[config.mk]
export PLATFORM = sky130hd
export DESIGN_NAME = horner_eval_q16
export DESIGN_NICKNAME = d
export VERILOG_FILES = /design/src/rtl/horner_eval_q16.sv
export SDC_FILE = /design/constraint.sdc
export NUM_CORES = 2
export LEC_CHECK = 0
export BUFFER_PORTS_ARGS = -buffer_cell sky130_fd_sc_hd__buf_2
export CAP_MARGIN = 25
export CORE_UTILIZATION = 40
export CTS_CLUSTER_DIAMETER = 50
export DETAILED_ROUTE_END_ITERATION = 12
export GPL_TIMING_DRIVEN = 0
export PLACE_DENSITY = 0.6
export SYNTH_ARGS = -nofsm -noshare
export SYNTH_HDL_FRONTEND = slang
export SYNTH_SLANG_ARGS = --single-unit
[constraint.sdc]
create_clock -name clk -period 15.05 [get_ports clk]
set_input_delay 3.01 -clock clk [delete_from_list [all_inputs] [get_ports clk]]
set_output_delay 3.01 -clock clk [all_outputs]
set_load 0.02 [all_outputs]
[src/rtl/horner_eval_q16.sv]
// horner_eval_q16: sequential Horner evaluator in signed Q16.16.
//   y = c0 + x*(c1 + x*(c2 + ... + x*c[DEGREE]))
// One multiply-accumulate step per clock through a single Q16 multiplier.
// Coefficients live in a small register file written only while idle.
// x arrives on a valid/ready port, and y leaves on a valid/ready port.
module horner_eval_q16 #(
  parameter int DEGREE = 4
) (
  input  logic        clk,
  input  logic        rst,
  input  logic        coef_we,
  input  logic [3:0]  coef_addr,
  input  logic [31:0] coef_wdata,
  input  logic        in_valid,
  output logic        in_ready,
  input  logic [31:0] in_x,
  output logic        out_valid,
  input  logic        out_ready,
  output logic [31:0] out_y,
  output logic        busy
);

  localparam int DATA_W = 32;

  localparam logic [1:0] S_IDLE = 2'd0;
  localparam logic [1:0] S_RUN  = 2'd1;
  localparam logic [1:0] S_DONE = 2'd2;

  // Degree 0 has no Horner steps, so the accepted x goes straight to DONE.
  localparam logic [1:0] S_AFTER_ACCEPT = (DEGREE == 0) ? S_DONE : S_RUN;
  localparam logic [3:0] IDX_START      = (DEGREE == 0) ? 4'd0 : 4'(DEGREE - 1);

  logic [1:0]               state;
  logic signed [DATA_W-1:0] x_reg;
  logic signed [DATA_W-1:0] acc;
  logic [3:0]               idx;

  logic signed [DATA_W-1:0] coef [DEGREE+1];
  logic signed [DATA_W-1:0] coef_rd;
  logic signed [DATA_W-1:0] coef_top;
  logic                     coef_wr;

  // Q16 multiply: full 64-bit signed product with an arithmetic shift right
  // of 16 (floor rounding), keeping the low 32 bits. There is no saturation.
  function automatic logic signed [DATA_W-1:0] mul_q16(
    input logic signed [DATA_W-1:0] a,
    input logic signed [DATA_W-1:0] b
  );
    logic signed [2*DATA_W-1:0] ae;
    logic signed [2*DATA_W-1:0] be;
    logic signed [2*DATA_W-1:0] prod;
    ae   = a;
    be   = b;
    prod = ae * be;
    return DATA_W'(prod >>> 16);
  endfunction

  // Two's-complement add that wraps on overflow.
  function automatic logic signed [DATA_W-1:0] add_wrap(
    input logic signed [DATA_W-1:0] a,
    input logic signed [DATA_W-1:0] b
  );
    return a + b;
  endfunction

  // Writes are accepted only in IDLE, outside the accept cycle, and in range.
  assign coef_wr = coef_we && (state == S_IDLE) && !in_valid &&
                   ({28'd0, coef_addr} <= 32'(DEGREE));

  // Coefficient register file; it is cleared by reset.
  always_ff @(posedge clk) begin
    if (rst) begin
      for (int i = 0; i <= DEGREE; i++) coef[i] <= '0;
    end else if (coef_wr) begin
      for (int i = 0; i <= DEGREE; i++)
        if (coef_addr == 4'(i)) coef[i] <= coef_wdata;
    end
  end

  // Read port for the Horner step coefficient c[idx].
  always_comb begin
    coef_rd = '0;
    for (int i = 0; i <= DEGREE; i++)
      if (idx == 4'(i)) coef_rd = coef[i];
  end

  assign coef_top = coef[DEGREE];

  // Control and datapath: load on accept, one Horner step per RUN cycle,
  // then hold the result in acc until the consumer takes it.
  always_ff @(posedge clk) begin
    if (rst) begin
      state <= S_IDLE;
      x_reg <= '0;
      acc   <= '0;
      idx   <= '0;
    end else begin
      case (state)
        S_IDLE: begin
          if (in_valid) begin
            x_reg <= in_x;
            acc   <= coef_top;
            idx   <= IDX_START;
            state <= S_AFTER_ACCEPT;
          end
        end
        S_RUN: begin
          acc <= add_wrap(mul_q16(acc, x_reg), coef_rd);
          if (idx == 4'd0) state <= S_DONE;
          else             idx   <= idx - 4'd1;
        end
        S_DONE: begin
          if (out_ready) state <= S_IDLE;
        end
        default: state <= S_IDLE;
      endcase
    end
  end

  assign in_ready  = (state == S_IDLE);
  assign busy      = (state != S_IDLE);
  assign out_valid = (state == S_DONE);
  assign out_y     = acc;

endmodule

==> results.json <==
{
  "run_status": "finished clean",
  "drt_wl_total_um": 129000,
  "post-route-cell-area_um2": 42100,
  "die-area_um2": 98600,
  "synth.avg_cell_area_um2": 9.76,
  "post_cts.repair.setup_buffers": 0,
  "tritoncts_clock_tree": "built",
  "worst_skew_pair.late_latency_ns": 0.57,
  "synth-async-reset-ratio_pct": 0,
  "globalplace.congestion": 0.971,
  "drcViolationCount": 0,
  "tritoncts_num_sinks": 230,
  "timing_worst_slew_pin_value_ns": 1.07,
  "grt_antenna_before_repair": 14,
  "place_worst_setup_slack_ns": 3.62,
  "dr.first_iter.drc_count": 2475,
  "required_time_at_the_worst_slack_endpoint_ns": 15.48,
  "critical_register_to_register_path_startpoint": "out_y[12]",
  "io_pins": 108,
  "fin_crit_sh_pct": 76.3,
  "dr.pass1.iters": 5,
  "path_class": "reg -> reg",
  "dpl_cell_area_um2": 41200,
  "synth_ff_type": "edfxtp_1",
  "vias_per_cell": 5.28,
  "groute.usage.overall_pct": 27.0,
  "die_w_um": 314,
  "max_reg_flops": 160,
  "hold_start": "x_reg[4]",
  "grt_start_max_net_pins": 33,
  "synth_top_family_by_area": "adder cells",
  "synth_compound_gate_area_share_pct": 6.71,
  "max_capacitance_violation_total": 0,
  "fin_setup_tns_ns": 0,
  "cp_slowest_cell": "dfxtp_1",
  "ys_seq_area_share_pct": 15.9,
  "cts-hold-fix-buffers": 0,
  "first_global_vias": 29861,
  "area_contributors_post_synth": "fa_1, edfxtp_1, and2_1",
  "floorplan.rows": 114,
  "yosysTopAreaCell": "fa_1",
  "insertedDiodeCount": 0,
  "reg2reg_setup_slack_ns": 3.57,
  "yosys_warnings": 0,
  "clock_tree.buffer_depth": 3,
  "rsz0062_at_grt": "no",
  "worst_hold_path_type": "reg -> reg",
  "via_count": 28636,
  "die_h_um": 314,
  "synth_nets": 5101,
  "routed_wirelength_normalized_by_instance_count_um": 23.7,
  "static-leakage-power_nw": 19.7,
  "ctsResizeCount": 0,
  "place_hpwl_um": 109000,
  "clock.fmax_mhz": 87.1,
  "port-buffer-count": 107,
  "critPathCaptureType": "register",
  "vdd_drop_max_mv": 0.178,
  "cts_root_buffer": "clkbuf_16",
  "synth_fa_ha_area_share_pct": 49.6,
  "synth_mux_area_share_pct": 0,
  "cts.clk_slew.worst_paths_ns": 0.06,
  "ant_nets": 0,
  "post_synth_xor_area_fraction_pct": 2.29,
  "postLayoutSetupSlackWorst_ns": 3.57,
  "timing.critical_path.arrival_ns": 11.91,
  "synth.ff_latch_count": 230,
  "area_of_the_placeable_core_um2": 96600,
  "synthesis.area_um2": 38900,
  "global_route.overflow_total": 0,
  "number_of_synthesized_flops_with_an_enable_pin": 160,
  "final-setup-viol-count": 0,
  "num-nets-final": 5241,
  "areaGrowthSynthToFinish_pct": 8.03,
  "initial_utilization_pct": 40.3,
  "power_density_nw_per_um2": 165,
  "crit_path_frequent_cell": "fa_1",
  "synth.distinct_cells": 57,
  "post_synth_and_or_nand_nor_area_fraction_pct": 15.4,
  "max_slew_violation_count": 0,
  "cts_max_level": 1,
  "cpPeakStageDelay_ns": 0.91,
  "final.min_clock_period_ns": 11.48,
  "synth_cells": 3987,
  "post-synth-top-area-fraction_pct": 43.1,
  "numCtsBuffers": 26,
  "hold_viol": 0,
  "worst_setup_path_start_kind": "register",
  "max-slew-margin-rel_pct": 28.9,
  "critPathLaunch": "out_y[12]",
  "grt_first_pass_wirelength_um": 195000,
  "timing.clock.skew_ns": 0.0352,
  "post_route_cells_drive_above_1_share_pct": 4.20,
  "timing.critical_path.buf_inv": 6,
  "critical-path-top-delay-family": "adder cells",
  "crit_fanout": 10
}
-- stage by stage --
stage | utilization, % | power, mW | hold WS (ns) | std cells
2_1_floorplan | - | 4.49 | 0.460 | 3987
5_1_grt | 43.5 | 7.49 | 0.581 | 5423
3_3_place_gp | 42.5 | 6.26 | 0.530 | 5370
6_report | 43.5 | 6.94 | 0.551 | 5423
4_1_cts | 43.5 | 6.93 | 0.541 | 5422
3_5_place_dp | 42.7 | 6.24 | 0.532 | 5374
-- logic make-up (layout without fill, tap and decap cells) --
group,after synthesis,count (layout)
compound gates,387,387
xor+xnor,102,102
fa+ha+maj,1041,1041
buf+inv,1039,1199
flops,230,230
simple gates,1188,1188
-- routing by layer --
layer	part of all wire, %	GRT usage [%]	vias to the layer above	routed length [µm]
li1	-	-	12311	-
met1	42	37.9	14935	54100
met2	46	43.5	1166	59700
met3	7.5	3.31	224	9710
met4	4.0	8.47	0	5100
met5	0	0	-	0
-- worst paths after layout --
path | endpoint | cells past startpoint
worst max-delay path | out_y[30] | 38
worst min-delay path | x_reg[4] | 2
worst max register to register | out_y[30] | 38
worst min register to register | x_reg[4] | 2
-- tightest hold or removal path, stage by stage (launching register included) --
cell and delay (ns):
dfxtp_1 0.37, nand2_1 0.08, a21oi_1 0.05
-- cells in the mapped netlist, drive strengths merged, types with 19 or more instances --
library cell and n:
nor2 57, inv 806, o21ai 93, a21o 28
xor2 30, a21oi 112, ha 202, nand2 511
clkbuf 228, fa 839, and2 538, a22oi 34
o221ai 22, edfxtp 160, xnor2 72, nor3 19
dfxtp 70, a221o 32
-- cell usage in the layout, fill, tap and decap left out, types with 8 or more instances in the layout --
cell type | Yosys | final
nand2b_1 | 14 | 14
o221ai_1 | 22 | 22
o21a_1 | 9 | 9
nand4_1 | 8 | 8
clkbuf_1 | 228 | 232
clkbuf_16 | 0 | 26
nand2_1 | 511 | 511
dfxtp_1 | 70 | 70
edfxtp_1 | 160 | 160
nand3_1 | 15 | 15
o21ai_0 | 78 | 78
nor2_1 | 57 | 57
ha_1 | 202 | 202
fa_1 | 839 | 839
a21o_1 | 28 | 28
inv_1 | 805 | 805
buf_2 | 0 | 107
a21oi_1 | 111 | 111
xnor2_1 | 72 | 72
o21ai_1 | 14 | 14
o21bai_1 | 14 | 11
a221o_1 | 32 | 32
nor2b_1 | 15 | 15
a22oi_1 | 34 | 34
and2_1 | 537 | 537
xor2_1 | 30 | 30
nor3_1 | 19 | 19
-- where the power goes --
group	switching [mW]	leakage (nW)	internal (mW)	total (mW)
Combinational	3.38	17.1	2.06	5.44
Sequential	0.137	2.23	0.728	0.866
Clock	0.268	0.405	0.357	0.625
-- final cells by class --
type	instances	area (µm²)
plain buffers	233	882
clock buffers	30	666
clock inverters	18	183
fillers	9385	54500
inverters	806	3030
multi-input cells	2718	28800
flip-flops and latches	230	6210
well taps	1276	1600
repair buffers	112	646
Note: power is estimated with default switching activity, not from simulation.
